$ cat src/rtl/spi_pkg.sv
// Shared definitions for the parametrised SPI master.
//   state_e     : FSM state encoding, also exported on state_out.
//   MODE0..MODE3: SPI mode constants packed as {cpol, cpha}.
package spi_pkg;

  typedef enum logic [1:0] {
    IDLE     = 2'd0,
    SETUP    = 2'd1,
    TRANSFER = 2'd2,
    DONE     = 2'd3
  } state_e;

  localparam logic [1:0] MODE0 = 2'b00;
  localparam logic [1:0] MODE1 = 2'b01;
  localparam logic [1:0] MODE2 = 2'b10;
  localparam logic [1:0] MODE3 = 2'b11;

endpackage

$ cat src/rtl/spi_sclk_gen.sv
// SCLK generator: half-period divider plus edge counter.
//   clk, reset   : system clock, synchronous active-high reset
//   enable       : count and toggle (high only while transferring)
//   cpol         : idle level, loaded into sclk on load
//   load         : transfer accepted; clears counters, parks sclk at cpol
//   sclk         : SPI clock
//   lead_strobe  : this clk edge makes a leading (odd-numbered) sclk toggle
//   trail_strobe : this clk edge makes a trailing (even-numbered) sclk toggle
//   last_edge    : this clk edge makes the final (2*DATA_W-th) toggle
// Strobes are combinational so the master can act on the very edge that
// toggles sclk.
module spi_sclk_gen #(
  parameter int DATA_W  = 8,
  parameter int CLK_DIV = 16
) (
  input  logic clk,
  input  logic reset,
  input  logic enable,
  input  logic cpol,
  input  logic load,
  output logic sclk,
  output logic lead_strobe,
  output logic trail_strobe,
  output logic last_edge
);

  localparam int DIV_W  = (CLK_DIV > 1) ? $clog2(CLK_DIV) : 1;
  localparam int EDGE_W = $clog2(2 * DATA_W);

  logic [DIV_W-1:0]  div_q;
  logic [EDGE_W-1:0] edge_q;
  logic              sclk_q;
  logic              tick;

  assign tick         = enable && (div_q == DIV_W'(CLK_DIV - 1));
  // edge_q counts toggles already made; even count -> next toggle is odd (leading)
  assign lead_strobe  = tick && !edge_q[0];
  assign trail_strobe = tick &&  edge_q[0];
  assign last_edge    = tick && (edge_q == EDGE_W'(2 * DATA_W - 1));
  assign sclk         = sclk_q;

  always_ff @(posedge clk) begin
    if (reset) begin
      div_q  <= '0;
      edge_q <= '0;
      sclk_q <= 1'b0;
    end else if (load) begin
      div_q  <= '0;
      edge_q <= '0;
      sclk_q <= cpol;
    end else if (tick) begin
      div_q  <= '0;
      edge_q <= last_edge ? '0 : edge_q + 1'b1;
      sclk_q <= ~sclk_q;
    end else if (enable) begin
      div_q  <= div_q + 1'b1;
    end
  end

endmodule

$ cat src/rtl/spi_master_param.sv
// Parametrised full-duplex SPI master (all four modes, MSB/LSB first).
//   clk, reset          : system clock, synchronous active-high reset
//   start               : transfer request, honoured only in IDLE
//   cpol/cpha/lsb_first : mode and bit order, latched on start
//   ss_sel, tx_data     : target slave and word, latched on start
//   miso                : serial in (already synchronised)
//   sclk, mosi, ss_n    : SPI pins (ss_n active low, one-hot-low)
//   busy, done          : handshake; done is a one-cycle pulse in IDLE
//   rx_data             : last received word, held until next done
//   state_out           : FSM state for monitoring
module spi_master_param
  import spi_pkg::*;
#(
  parameter int DATA_W  = 8,
  parameter int CLK_DIV = 16,
  parameter int NUM_SS  = 1,
  parameter int SS_W    = (NUM_SS > 1) ? $clog2(NUM_SS) : 1
) (
  input  logic              clk,
  input  logic              reset,
  input  logic              start,
  input  logic              cpol,
  input  logic              cpha,
  input  logic              lsb_first,
  input  logic [SS_W-1:0]   ss_sel,
  input  logic [DATA_W-1:0] tx_data,
  input  logic              miso,
  output logic              sclk,
  output logic              mosi,
  output logic [NUM_SS-1:0] ss_n,
  output logic              busy,
  output logic              done,
  output logic [DATA_W-1:0] rx_data,
  output logic [1:0]        state_out
);

  localparam int DIV_W = (CLK_DIV > 1) ? $clog2(CLK_DIV) : 1;

  state_e            state_q;
  logic [DATA_W-1:0] tx_sh_q, rx_sh_q, rx_q;
  logic [NUM_SS-1:0] ss_n_q;
  logic [DIV_W-1:0]  tmr_q;
  logic              mosi_q, busy_q, done_q, cpha_q, lsb_q;

  logic              sel_ok, accept, drive, sample;
  logic [NUM_SS-1:0] ss_dec;
  logic [DATA_W-1:0] tx_ord, rx_ord;
  logic              lead_strobe, trail_strobe, last_edge;

  // Slave decode by loop so an out-of-range index simply matches nothing.
  // Words are handled MSB-first internally; lsb_first is a bit reversal
  // on the way in and on the way out.
  always_comb begin
    sel_ok = 1'b0;
    ss_dec = '1;
    tx_ord = '0;
    rx_ord = '0;
    for (int i = 0; i < NUM_SS; i++) begin
      if (ss_sel == SS_W'(i)) begin
        sel_ok    = 1'b1;
        ss_dec[i] = 1'b0;
      end
    end
    for (int i = 0; i < DATA_W; i++) begin
      tx_ord[i] = lsb_first ? tx_data[DATA_W-1-i] : tx_data[i];
      rx_ord[i] = lsb_q     ? rx_sh_q[DATA_W-1-i] : rx_sh_q[i];
    end
  end

  assign accept = (state_q == IDLE) && start && sel_ok;
  // cpha=0 drives the first bit at SETUP entry, so the final trailing
  // edge has nothing left to drive.
  assign drive  = cpha_q ? lead_strobe  : (trail_strobe && !last_edge);
  assign sample = cpha_q ? trail_strobe : lead_strobe;

  spi_sclk_gen #(
    .DATA_W  (DATA_W),
    .CLK_DIV (CLK_DIV)
  ) u_sclk (
    .clk          (clk),
    .reset        (reset),
    .enable       (state_q == TRANSFER),
    .cpol         (cpol),
    .load         (accept),
    .sclk         (sclk),
    .lead_strobe  (lead_strobe),
    .trail_strobe (trail_strobe),
    .last_edge    (last_edge)
  );

  always_ff @(posedge clk) begin
    if (reset) begin
      state_q <= IDLE;
      tx_sh_q <= '0;
      rx_sh_q <= '0;
      rx_q    <= '0;
      ss_n_q  <= '1;
      tmr_q   <= '0;
      mosi_q  <= 1'b0;
      busy_q  <= 1'b0;
      done_q  <= 1'b0;
      cpha_q  <= 1'b0;
      lsb_q   <= 1'b0;
    end else begin
      done_q <= 1'b0;
      case (state_q)
        IDLE: begin
          if (accept) begin
            state_q <= SETUP;
            busy_q  <= 1'b1;
            ss_n_q  <= ss_dec;
            cpha_q  <= cpha;
            lsb_q   <= lsb_first;
            tmr_q   <= '0;
            rx_sh_q <= '0;
            if (cpha) begin
              mosi_q  <= 1'b0;
              tx_sh_q <= tx_ord;
            end else begin
              mosi_q  <= tx_ord[DATA_W-1];
              tx_sh_q <= {tx_ord[DATA_W-2:0], 1'b0};
            end
          end
        end
        SETUP: begin
          if (tmr_q == DIV_W'(CLK_DIV - 1)) begin
            tmr_q   <= '0;
            state_q <= TRANSFER;
          end else begin
            tmr_q <= tmr_q + 1'b1;
          end
        end
        TRANSFER: begin
          if (sample) rx_sh_q <= {rx_sh_q[DATA_W-2:0], miso};
          if (drive) begin
            mosi_q  <= tx_sh_q[DATA_W-1];
            tx_sh_q <= {tx_sh_q[DATA_W-2:0], 1'b0};
          end
          if (last_edge) begin
            state_q <= DONE;
            mosi_q  <= 1'b0;
          end
        end
        DONE: begin
          // ss hold time: keep the slave selected for one more half-period
          if (tmr_q == DIV_W'(CLK_DIV - 1)) begin
            tmr_q   <= '0;
            state_q <= IDLE;
            ss_n_q  <= '1;
            rx_q    <= rx_ord;
            done_q  <= 1'b1;
            busy_q  <= 1'b0;
          end else begin
            tmr_q <= tmr_q + 1'b1;
          end
        end
        default: state_q <= IDLE;
      endcase
    end
  end

  assign mosi      = mosi_q;
  assign ss_n      = ss_n_q;
  assign busy      = busy_q;
  assign done      = done_q;
  assign rx_data   = rx_q;
  assign state_out = state_q;

endmodule

$ cat config.mk
export PLATFORM = sky130hd
export DESIGN_NAME = spi_master_param
export DESIGN_NICKNAME = d
export VERILOG_FILES = /design/src/rtl/spi_pkg.sv /design/src/rtl/spi_sclk_gen.sv /design/src/rtl/spi_master_param.sv
export SDC_FILE = /design/constraint.sdc
export NUM_CORES = 1
export LEC_CHECK = 0
export ABC_AREA = 1
export BUFFER_PORTS_ARGS = -buffer_cell sky130_fd_sc_hd__buf_2
export CAP_MARGIN = 30
export CELL_PAD_IN_SITES_DETAIL_PLACEMENT = 1
export CELL_PAD_IN_SITES_GLOBAL_PLACEMENT = 1
export CORE_MARGIN = 10
export CORE_UTILIZATION = 41
export CTS_CLUSTER_DIAMETER = 100
export DETAILED_ROUTE_END_ITERATION = 7
export PLACE_DENSITY = 0.89
export SLEW_MARGIN = 20
export SYNTH_ARGS = -nofsm -noshare
export SYNTH_HDL_FRONTEND = slang
export SYNTH_SLANG_ARGS = --single-unit
export TNS_END_PERCENT = 20
$ cat constraint.sdc
create_clock -name clk -period 2 [get_ports clk]
set_input_delay 0.1 -clock clk [delete_from_list [all_inputs] [get_ports clk]]
set_output_delay 0.1 -clock clk [all_outputs]
set_load 0.02 [all_outputs]
# Word level (Yosys, flattened, before mapping)

Index checks and enable logic that the tools add are counted.

Flip-flop bits (word level): 45
Output and inout port bits: 15
Input port bits: 16

Bitwise gates (word level): 2
$add $sub $neg: 3
Reduce and logical (&&, ||, !) cells: 26
Multiplexer cells: 50
Equal/unequal tests: 13

Operators with widths:

| cell                                                             | number |
|---|---|
| 8-bit 2-to-1 mux                                                 | 5 |
| 8-bit one-hot mux with 2 select lines                            | 2 |
| 1-bit 2-to-1 mux                                                 | 31 |
| 4-bit by 1-bit adder with 4-bit output (second input constant)   | 3 |
| 4-bit == test (second input constant)                            | 3 |
| 4-bit 2-to-1 mux                                                 | 3 |
| 2-bit inequality test (second input constant)                    | 6 |
| 3-bit AND reduction                                              | 4 |
| 2-bit 2-to-1 mux                                                 | 4 |
| 2-bit one-hot mux with 4 select lines                            | 1 |
| 4-bit one-hot mux with 2 select lines                            | 1 |
| 2-bit nonzero test                                               | 4 |
| 1-bit logical AND                                                | 7 |
| 1-bit one-hot mux with 2 select lines                            | 3 |
| 2-bit AND reduction                                              | 3 |
| 2-bit OR reduction                                               | 3 |
| 2-bit == test (second input constant)                            | 2 |
| 4-bit AND reduction                                              | 1 |
| 3-bit inequality test (second input constant)                    | 1 |
| 3-bit OR reduction                                               | 1 |
| 2-bit by 1-bit == test with 1-bit output (second input constant) | 1 |
| 1-bit logical NOT                                                | 2 |
| 2-bit logical NOT                                                | 1 |
| 1-bit NOT                                                        | 2 |

# Longest topological paths before layout

Gate-level depths: netlist of the first run.

Depth after elaboration: 9
Mapped depth: 13

# By module

A second synthesis of the first run with hierarchy kept.

Cells, all modules: 394
Area, all modules: 2457.4 µm²

By module, submodules not included:

| module           | area each (µm²) | cells each | seq. area each (µm²) | times used |
|---|---|---|---|---|
| spi_master_param | 1995.7          | 327        | 720.7                | 1 |
| spi_sclk_gen     | 461.7           | 67         | 180.2                | 1 |

# Worst setup path after synthesis of the first run

OpenSTA, ideal clock, no wires.

Path type: register -> register
Start: register state_q[0] (netlist: state_out[0])
End: register tx_sh_q[1]
Clock period less this slack: 1.736 ns
Required time: 1.885 ns
Arrival: 1.621 ns
Setup slack: 0.264 ns
Path buffers: 2
Stages on the path, launching flop included: 11
Path through: dfxtp_1 inv_1 ha_1 buf_6 nand2_4 nor2_8 nand3_1 nand3_2 buf_6 a21oi_1 nor2_1

Cells in the longest elaborated chain, start to end: 8
Elaborated cells on any way between the ends: 16
Classes of those cells: eq/ne (3); mux (2); reduce/logical (11)

Ends and longest elaborated chain:

| what                                   | RTL line                                        | text |
|---|---|---|
| from (decl)                            | spi_master_param.sv:39                          | `state_e state_q;` |
| from (signal assigned)                 | spi_master_param.sv:93                          | `state_q <= IDLE;` |
| from (signal assigned)                 | spi_master_param.sv:109                         | `state_q <= SETUP;` |
| from (signal assigned)                 | spi_master_param.sv:128                         | `state_q <= TRANSFER;` |
| 2-bit == test                          | spi_master_param.sv:82, spi_master_param.sv:106 |  |
| 1-bit logical AND                      | spi_sclk_gen.sv:35                              | `assign tick = enable && (div_q == DIV_W'(CLK_DIV - 1));` |
| 1-bit logical AND                      | spi_sclk_gen.sv:39                              | `assign last_edge = tick && (edge_q == EDGE_W'(2 * DATA_W - 1));` |
| 1-bit logical NOT                      | spi_master_param.sv:73                          | `assign drive = cpha_q ? lead_strobe : (trail_strobe && !last_edge);` |
| 1-bit logical AND                      | spi_master_param.sv:73                          |  |
| 1-bit 2-to-1 mux                       | spi_master_param.sv:73                          |  |
| 2-bit inequality test (no source line) | -                                               |  |
| 3-bit AND reduction (no source line)   | -                                               |  |
| to (signal assigned)                   | spi_master_param.sv:118                         | `tx_sh_q <= tx_ord;` |
| to (signal assigned)                   | spi_master_param.sv:121                         | `tx_sh_q <= {tx_ord[DATA_W-2:0], 1'b0};` |
| to (signal assigned)                   | spi_master_param.sv:137                         | `tx_sh_q <= {tx_sh_q[DATA_W-2:0], 1'b0};` |
| to (decl)                              | spi_master_param.sv:40                          | `logic [DATA_W-1:0] tx_sh_q, rx_sh_q, rx_q;` |

Several ways; a longest one is shown, not always the timed one.
A chain may end at the register's enable or synchronous reset.

# Worst setup path after layout of the first run

Start: register state_q[1] (netlist: state_out[1])
End: register rx_sh_q[7]

Cells in the longest elaborated chain, start to end: 6
Elaborated cells on any way between the ends: 13
Classes of those cells: eq/ne (3); mux (2); reduce/logical (8)

Ends and longest elaborated chain:

| what                                        | RTL line                                        | text |
|---|---|---|
| 2-bit == test                               | spi_master_param.sv:82, spi_master_param.sv:106 |  |
| 1-bit logical AND                           | spi_sclk_gen.sv:35                              |  |
| 1-bit logical AND, on equally long branches | spi_sclk_gen.sv:37, spi_sclk_gen.sv:38          |  |
| 1-bit 2-to-1 mux                            | spi_master_param.sv:74                          | `assign sample = cpha_q ? trail_strobe : lead_strobe;` |
| 2-bit inequality test (no source line)      | -                                               |  |
| 3-bit AND reduction (no source line)        | -                                               |  |
| to (signal assigned)                        | spi_master_param.sv:134                         | `if (sample) rx_sh_q <= {rx_sh_q[DATA_W-2:0], miso};` |
| to (decl)                                   | spi_master_param.sv:40                          |  |

Several ways; a longest one is shown, not always the timed one.

==> summary.md, run 1 <==
- in -> reg — class of the most critical hold timing path
- 0 — hold buffer count at CTS
- 51.1% — Max-Slew Margin vs Limit
- 0% — proportion of synthesized flip-flops having asynchronous set or reset
- reset — worst hold start
- 2.21 ns — Data required, critical path
- 0 — Post-CTS Setup Inserts
- 97.8 um — chip width
- 0.09 ns — clock edge transition at the registers on the reported setup and hold paths
- 2283 — via count of the routed design
- 2.03 ns — arrival time of the worst setup path
- 2 — H-tree depth
- 20.4% — share of cells above drive strength 1
- 0.0828 ns — DP Worst Slack
- 0.00644 ns — final clock skew
- 45 — flip-flop and latch count after synthesis
- 27 — largest net degree at the start of global routing
- 4.89 — post-detailed-route via-to-cell ratio
- state_out[1] — worst flop-to-flop path startpoint
- 91.1% — fraction of the cycle the final worst path needs
- 0 — initial antenna violation count
- 2480 sq um — Post-Syn Area
- 0 — Yosys warning count
- 28 — row cnt
- 45 — number of sinks handled by clock tree synthesis
- 6.33 mm — WL final
- 5 — total clock buffers created by CTS
- 364 — Synth Instances
- 0 — hold violation total from the final report
- 0.803 — RePlAce Congestion
- 549 MHz — maximum operating frequency
- 9560 sq um — DIE AREA
- 30 — Port-buffer cells
- 0 — maxcap violations
- 0 — total overflow reported by the global router
- dfxtp_1 (36%), nand2_1 (12%), nor2_1 (8.6%) — top post-synthesis cells by area
- 12.9% — overall fraction of global-route tracks in use
- 16 — critical path fanouts, max
- finished clean — run status
- 13.6 um — average wire per cell in the routed design
- 76 — initial detailed-routing violation count
- 36.3% — fraction of synthesized cell area taken by the top area cell type
- 11 — cell depth of the worst flop-to-flop path
- dfxtp_1 — cell type with the highest aggregate area in the netlist
- 2 — maximum buffer depth of the clock tree
- 0 — Setup violations, final
- no — unrepaired setup endpoints after global routing
- 4 — DRT Pass-1 Iters
- 0 — number of enable-type register cells in the synthesized netlist
- 42.1% — initial core utilization
- 1.31 nW — LEAKAGE
- 0 — total DRC errors in the routed layout
- rx_sh_q[7] — Reg2Reg Capture Point
- 1.82 ns — post-route minimum period
- 0.433 mV — Max IR drop VDD
- 36.3% — share of synthesized area occupied by flip-flops and latches
- 97.8 um — vertical die dimension
- 0 — number of nets with antenna violations after routing
- 0 — total inserted antenna cells
- 0 — Slew Limit Fails
- 6.81 sq um — syn avg cell area
- 416 — Final Net Count
- tmr_q[1] — end of the worst hold path
- 0 ns — final-layout setup total negative slack
- 4.78 mm — Detail Placement HPWL
- 13.2% — area growth from synthesis to final layout
- 5890 sq um — area of the core
- 1040 nW/um^2 — Power Dens Cells
- 31 — number of different library cells in the post-synthesis netlist
- 2325 — via count of the first global-routing pass
- register — CP Capture Type
- 31 — number of ports placed on the die boundary
- clkbuf_8 — cell at the root of the clock tree
- 47.7% — Layout Utilization
- register — sort of element at the start of the critical path
- 0.30 ns — clock insertion delay at the later pin of the skew report
- 0 — post-cts resize count
- 10.8 mm — first-pass GRT wire length
- dfxtp_1 — dominant register cell in the synthesized netlist
- 0.18 ns — register-to-register setup slack
- 2 — Worst Hold Depth
- 388 — syn nets
- 0.732 ns — actual slew at the worst max-slew pin
- reg -> reg — category of the most critical setup path
- yes — TritonCTS clock tree
- 0.178 ns — setup slack of the critical path after layout
## Yosys cell counts, types with 2 or more instances
master    instances
a21oi_1          39
buf_2             5
buf_6             2
clkbuf_1          6
dfxtp_1          45
ha_1              8
inv_1            36
inv_2             3
nand2_1          79
nand2_2           5
nand2_4           2
nand3_1          18
nand3_2           3
nor2_1           57
nor2_2           16
nor3_1            4
o21ai_0          19
xor2_1            4
## critical path, cell delays in order, from the launching register on
cell and delay [ns]:
dfxtp_1 0.36, inv_1 0.14, ha_2 0.27, nand2_2 0.08, nor2_4 0.18, inv_2 0.12
o21ai_4 0.10, nand2_4 0.07, inv_4 0.18, nand2_1 0.09, nand2_1 0.08, nor2_2 0.04
## kinds of logic (layout without fill, tap and decap cells)
logic type	after synthesis	count (layout)	share of synthesized area (%)
and+or+nand+nor	189	189	34.5
AOI/OAI and AO/OA	62	62	13.3
buffers and inverters	55	83	10.1
DFF	45	45	36.3
adders and majority gates	8	8	4.04
xor gates and xnor gates	5	5	1.77
## how the worst max path moves through the flow
stage	startpoint	end	slack [ns]	cells after the start
after floorplan	state_out[0]	tx_sh_q[1]	0.26	10
after global placement	state_out[1]	tx_sh_q[0]	0.19	10
after detailed placement	state_out[1]	tx_sh_q[1]	0.08	10
after CTS	state_out[1]	tx_sh_q[1]	0.08	10
after global routing	state_out[1]	rx_sh_q[7]	0.02	11
final	state_out[1]	rx_sh_q[7]	0.18	11
## per-stage QoR
stage               hold WS (ns)  cell area (sq um)  std cells  power, mW
global route               0.113               2810        467       3.14
global placement           0.399               2680        460       2.16
detailed placement         0.408               2680        460       2.24
CTS                       0.0872               2790        467       2.93
floorplan                  0.249               2480        364       2.00
finish                    0.0940               2810        467       2.92
## placed cells by master, fill, tap and decap left out, types with 2 or more instances in the layout
cell       n
nand2_1   79
nor2_1    55
dfxtp_1   45
a21oi_1   39
inv_1     36
buf_2     30
o21ai_0   19
nand3_1   18
nor2_2    18
ha_1       7
nand2_2    5
clkbuf_8   5
nor3_1     4
xor2_1     4
buf_4      4
inv_2      3
nand2_4    2
nand3_2    2
## sequential cells by signal, summed over array words and instances (netlist names)
register and count:
lsb_q 1, u_sclk.div_q 4, u_sclk.edge_q 4, busy 1, ss_n 1, cpha_q 1
done 1, rx_data 8, u_sclk.sclk 1, state_out 2, rx_sh_q 8, tmr_q 4
mosi 1, tx_sh_q 8
## final cells by class
cell class | instances | area [sq um]
repair buffers | 36 | 211
inverters | 40 | 153
flip-flops and latches | 45 | 901
fillers | 789 | 3080
clock inverters | 2 | 35.0
clock buffers | 5 | 68.8
multi-input cells | 264 | 1340
well taps | 75 | 93.8
## where the power goes
part           total, mW  switching (mW)  internal (mW)
Sequential          1.19           0.144           1.05
Combinational       1.04           0.663          0.379
Clock              0.684           0.320          0.364
## metal layers
metal | wire length (um) | track usage, % | up-vias
li1 | - | - | 1198
met1 | 3010 | 15.6 | 1046
met2 | 3050 | 22.7 | 33
met3 | 211 | 3.24 | 6
met4 | 52 | 2.68 | 0
met5 | 0 | 0 | -
(Power assumes the default switching activity.)
==> inputs of run 2 (changes only) <==
==> constraint.sdc (replaced) <==
create_clock -name clk -period 2 [get_ports clk]
set_input_delay 0.4 -clock clk [delete_from_list [all_inputs] [get_ports clk]]
set_output_delay 0.4 -clock clk [all_outputs]
set_load 0.02 [all_outputs]
==> run 2 against run 1 <==
Net effect: register-to-register slack lost 0.03 ns; critical path depth unchanged; first-iteration DRC count grew 3.9%; via count is 1.4% higher; flip-flop and latch count stayed put; final area up 1.8%; core utilization rose by 0.85 points; fmax is 1.6% lower; power increased by 5.7%.
==> summary.md, run 2 (synthesis gave the netlist of run 1 again) <==
- finished clean — run status, unchanged
- 2385 — via count of the first global-routing pass, was 2325
- 3.08 mW — power consumption, was 2.92 mW
- 0.514 ns — actual slew at the worst max-slew pin, was 0.732 ns
- 0 — initial antenna violation count, unchanged
- 34.8% — Comb power frac, was 35.7%
- 0 — total overflow reported by the global router, unchanged
- 469 — non-filler instance count after layout, was 467
- 4.94 — post-detailed-route via-to-cell ratio, was 4.89
- register — sort of element at the start of the critical path, unchanged
- 4 — DRT Pass-1 Iters, unchanged
- 417 — Final Net Count, was 416
- 2.05 ns — arrival time of the worst setup path, was 2.03 ns
- 97.8 um — vertical die dimension, unchanged
- 48.5% — Layout Utilization, was 47.7%
- 21.1% — share of cells above drive strength 1, was 20.4%
- 65.7% — Max-Slew Margin vs Limit, was 51.1%
- 92.6% — fraction of the cycle the final worst path needs, was 91.1%
- nand2_1 — most common cell after layout, fill and taps aside, unchanged
- 0 — total inserted antenna cells, unchanged
- 2 — H-tree depth, unchanged
- 79 — initial detailed-routing violation count, was 76
- 0.00840 ns — final clock skew, was 0.00644 ns
- 0.116 ns — DP Worst Slack, was 0.0828 ns
- 36.9% — switching power as a share of total power, was 38.6%
- 0 — number of nets with antenna violations after routing, unchanged
- register — CP Capture Type, unchanged
- 0 — Setup violations, final, unchanged
- 18 — largest net degree at the start of global routing, was 27
- 0 — hold buffer count at CTS, unchanged
- nand2_1 (79), nor2_1 (55), dfxtp_1 (45), a21oi_1 (39), inv_1 (36) — most frequent cells in the layout, unchanged
- 28 — row cnt, unchanged
- 9560 sq um — DIE AREA, unchanged
- 540 MHz — maximum operating frequency, was 549 MHz
- 45 — number of sinks handled by clock tree synthesis, unchanged
- 0 — maxcap violations, unchanged
- 1080 nW/um^2 — Power Dens Cells, was 1040 nW/um^2
- 31 — number of ports placed on the die boundary, unchanged
- 11.0 mm — first-pass GRT wire length, was 10.8 mm
- 0.08 ns — clock edge transition at the registers on the reported setup and hold paths, was 0.09 ns
- 97.8 um — chip width, unchanged
- 13.8 um — average wire per cell in the routed design, was 13.6 um
- 460 — Cells after DPL, unchanged
- 38.8% — sequential share of power, was 40.8%
- 0.528 mV — Max IR drop VDD, was 0.433 mV
- 26.4% — part of the power in the clock network, was 23.4%
- 2 — maximum buffer depth of the clock tree, unchanged
- yes — TritonCTS clock tree, unchanged
- 0.148 ns — setup slack of the critical path after layout, was 0.178 ns
- 0.834 — RePlAce Congestion, was 0.803
- 2315 — via count of the routed design, was 2283
- 15.2% — area growth from synthesis to final layout, was 13.2%
- 1.85 ns — post-route minimum period, was 1.82 ns
- 0 — Slew Limit Fails, unchanged
- 30 — Port-buffer cells, unchanged
- in -> reg — class of the most critical hold timing path, unchanged
- 13.2% — overall fraction of global-route tracks in use, was 12.9%
- 6.49 mm — WL final, was 6.33 mm
- 5 — total clock buffers created by CTS, unchanged
- clkbuf_8 — cell at the root of the clock tree, unchanged
- reg -> reg — category of the most critical setup path, unchanged
- 0.30 ns — clock insertion delay at the later pin of the skew report, about the same
- 1.14 mW — net switching power, was 1.13 mW
- 16 — critical path fanouts, max, unchanged
- 42.1% — initial core utilization, unchanged
- 4.61 mm — Detail Placement HPWL, was 4.78 mm
- 1.33 nW — LEAKAGE, was 1.31 nW
- 5890 sq um — area of the core, unchanged
- 0 — total DRC errors in the routed layout, unchanged
- 2.20 ns — Data required, critical path, was 2.21 ns
- 0 — hold violation total from the final report, unchanged
- 1.95 mW — Power Internal, was 1.79 mW
- 0 ns — final-layout setup total negative slack, unchanged
run 2: changes by cell type in the layout (fill, tap and decap cells not counted), sizes merged:
| cell | change |
|---|---|
| buf | +1 |
| bufinv | +1 |
run 2: area by class of cell:
cell class,count,area (sq um)
Multi-Input combinational cell,264,1360
Tap cell,75,93.8
Timing Repair Buffer,37,219
Fill cell,791,3030
Clock inverter,3,65.1
Sequential cell,45,901
Inverter,40,153
Clock buffer,5,68.8
run 2: per-stage QoR:
stage / hold WS, ns / cell area, sq um
after detailed placement: 0.459 / 2670
final: 0.387 / 2860
after floorplan: 0.451 / 2480
after global placement: 0.455 / 2670
after CTS: 0.385 / 2800
after global routing: 0.393 / 2860
run 2: repair_timing:
action,in CTS,in global routing
resized for setup,0,7
setup buffers,0,1
setup endpoints to repair,0,13
run 2: path summary, 6_finish.rpt:
kind / start / endpoint / slack [ns] / cells after the start
max: state_out[0] / rx_sh_q[2] / 0.15 / 11
min reg2reg: busy / busy / 0.47 / 2
min: reset / busy / 0.39 / 2
max reg2reg: state_out[0] / rx_sh_q[2] / 0.15 / 11
run 2: worst max-delay path, cell delays in order (launching register included):
cell,delay [ns]
dfxtp_1,0.36
inv_1,0.18
ha_2,0.29
nand2_4,0.10
nor2_8,0.16
nand3_1,0.11
nand3_2,0.11
nand2_4,0.05
inv_4,0.18
nand2_1,0.09
nand2_1,0.09
nor2_2,0.03
run 2: power by group through the flow:
stage / Combinational [mW] / Sequential [mW] / Clock, mW
after CTS: 1.02 / 1.20 / 0.830
final: 1.07 / 1.20 / 0.814
after global placement: 0.955 / 1.20 / 0
after floorplan: 0.797 / 1.20 / 0
after global routing: 1.22 / 1.22 / 0.866
after detailed placement: 0.998 / 1.21 / 0
run 2: per-layer routing:
| layer | vias up | global-route usage [%] | share of wire, % | routed length, um |
|---|---|---|---|---|
| li1 | 1197 | - | - | - |
| met5 | - | 0 | 0 | 0 |
| met2 | 35 | 23.1 | 50 | 3240 |
| met1 | 1073 | 15.2 | 45 | 2900 |
| met4 | 0 | 3.69 | 1.4 | 91 |
| met3 | 10 | 3.88 | 4.1 | 263 |
==> inputs of run 3 (changes only) <==
==> constraint.sdc (replaced) <==
create_clock -name clk -period 2 [get_ports clk]
set_input_delay 0.6 -clock clk [delete_from_list [all_inputs] [get_ports clk]]
set_output_delay 0.6 -clock clk [all_outputs]
set_load 0.02 [all_outputs]
==> run 3 against run 2 <==
Net effect: setup slack worse by 0.0014 ns; critical path type unchanged; clock skew fell by 0.0027 ns; largest cell class unchanged; clock-buffer cell count up 3; critical endpoint is now tx_sh_q[0]; largest power group unchanged; worst hold slack better by 0.081 ns; fmax is essentially flat.
==> summary.md, run 3 (synthesis gave the netlist of run 1 again) <==
- reg -> reg — class of the most critical hold timing path, was in -> reg
- 996 nW/um^2 — Power Dens Cells, was 1080 nW/um^2
- 0 — total overflow reported by the global router, unchanged
- 1.29 nW — LEAKAGE, was 1.33 nW
- 0 — total inserted antenna cells, unchanged
- 0.502 ns — actual slew at the worst max-slew pin, was 0.514 ns
- 0 — Setup violations, final, unchanged
- 13.1% — overall fraction of global-route tracks in use, was 13.2%
- 19.8% — share of cells above drive strength 1, was 21.1%
- 77 — initial detailed-routing violation count, was 79
- reg -> reg — category of the most critical setup path, unchanged
- 4.96 — post-detailed-route via-to-cell ratio, was 4.94
- 0.00568 ns — final clock skew, was 0.00840 ns
- 0 — hold violation total from the final report, unchanged
- 92.7% — fraction of the cycle the final worst path needs, was 92.6%
- 4 — DRT Pass-1 Iters, unchanged
- 0 ns — final-layout setup total negative slack, unchanged
- 19 — largest net degree at the start of global routing, was 18
- yes — TritonCTS clock tree, unchanged
- register — sort of element at the start of the critical path, unchanged
- clkbuf_8 — cell at the root of the clock tree, unchanged
- 0.822 — RePlAce Congestion, was 0.834
- 416 — Final Net Count, was 417
- 42.1% — initial core utilization, unchanged
- 0 — initial antenna violation count, unchanged
- 0 — maxcap violations, unchanged
- 2670 sq um — Placement Cell Area, unchanged
- 30 — Port-buffer cells, unchanged
- nand2_1 — most common cell after layout, fill and taps aside, unchanged
- 10.9 mm — first-pass GRT wire length, was 11.0 mm
- finished clean — run status, unchanged
- 5 — total clock buffers created by CTS, unchanged
- 13.3 um — average wire per cell in the routed design, was 13.8 um
- 5890 sq um — area of the core, unchanged
- 9560 sq um — DIE AREA, unchanged
- 2 — H-tree depth, unchanged
- 97.8 um — chip width, unchanged
- 2770 sq um — Post-Layout Inst Area, was 2860 sq um
- 1.85 ns — post-route minimum period, about the same
- 31 — number of ports placed on the die boundary, unchanged
- 6.23 mm — WL final, was 6.49 mm
- 17 — critical path fanouts, max, was 16
- 2 — maximum buffer depth of the clock tree, unchanged
- 0 — Slew Limit Fails, unchanged
- 2322 — via count of the routed design, was 2315
- 0 — total DRC errors in the routed layout, unchanged
- 0.08 ns — clock edge transition at the registers on the reported setup and hold paths, about the same
- 2390 — via count of the first global-routing pass, was 2385
- 0.535 mV — Max IR drop VDD, was 0.528 mV
- 28 — row cnt, unchanged
- 2.75 mW — power consumption, was 3.08 mW
- 4.76 mm — Detail Placement HPWL, was 4.61 mm
- 540 MHz — maximum operating frequency, about the same
- 47.0% — Layout Utilization, was 48.5%
- 2.20 ns — Data required, critical path, about the same
- 809 — number of fill cells, was 791
- 0 — hold buffer count at CTS, unchanged
- 11.6% — area growth from synthesis to final layout, was 15.2%
- 0.30 ns — clock insertion delay at the later pin of the skew report, about the same
- 0 — Post-CTS Setup Inserts, unchanged
- 97.8 um — vertical die dimension, unchanged
- 66.5% — Max-Slew Margin vs Limit, was 65.7%
- register — CP Capture Type, unchanged
- nand2_1 (79), nor2_1 (55), dfxtp_1 (45), a21oi_1 (39), inv_1 (36) — most frequent cells in the layout, unchanged
- 2.05 ns — arrival time of the worst setup path, about the same
- yes — unrepaired setup endpoints after global routing
- 0 — post-cts resize count, unchanged
- 45 — number of sinks handled by clock tree synthesis, unchanged
- 0 — number of nets with antenna violations after routing, unchanged
## run 3: layout make-up
type,count,area [sq um],area share (%)
multi-input combinational,264,1340,48.6
sequential,45,901,32.6
timing repair buffer,36,195,7.06
inverter,40,153,5.52
tap,75,93.8,3.39
clock buffer,8,80.1,2.90
## run 3: final timing paths
check / start / end / slack (ns) / cells past startpoint
worst max-delay path: state_out[1] / tx_sh_q[0] / 0.15 / 10
worst max register to register: state_out[1] / tx_sh_q[0] / 0.15 / 10
worst min-delay path: busy / busy / 0.47 / 2
worst min register to register: busy / busy / 0.47 / 2
## run 3: where the power goes
part / switching [mW] / total (mW) / leakage (nW) / internal (mW)
combinational: 0.643 / 1.00 / 0.881 / 0.361
sequential: 0.147 / 1.19 / 0.366 / 1.05
clock: 0.307 / 0.556 / 0.0395 / 0.249
## run 3: critical path: stages, from the launching register on
cell,delay [ns]
dfxtp_1,0.36
inv_1,0.14
ha_1,0.27
nand2_2,0.09
nor2_4,0.18
inv_2,0.11
o21ai_4,0.09
buf_4,0.25
nand2_1,0.09
nor2_1,0.11
nor2_1,0.05
## run 3: per-layer routing
metal / track usage, % / share of wire (%) / vias to the layer above / routed length [um]
met5: 0 / 0 / - / 0
met4: 3.69 / 1.2 / 0 / 72
met3: 3.88 / 5.1 / 7 / 319
met2: 22.9 / 49 / 34 / 3040
met1: 15.0 / 45 / 1086 / 2800
li1: - / - / 1195 / -
## run 3: through the flow
step	std cells	setup WS, ns	hold WS (ns)
CTS	468	0.0610	0.476
finish	468	0.147	0.468
global route	468	-0.0266	0.515
floorplan	364	0.264	0.451
detailed placement	460	0.0863	0.461
global placement	460	0.169	0.456
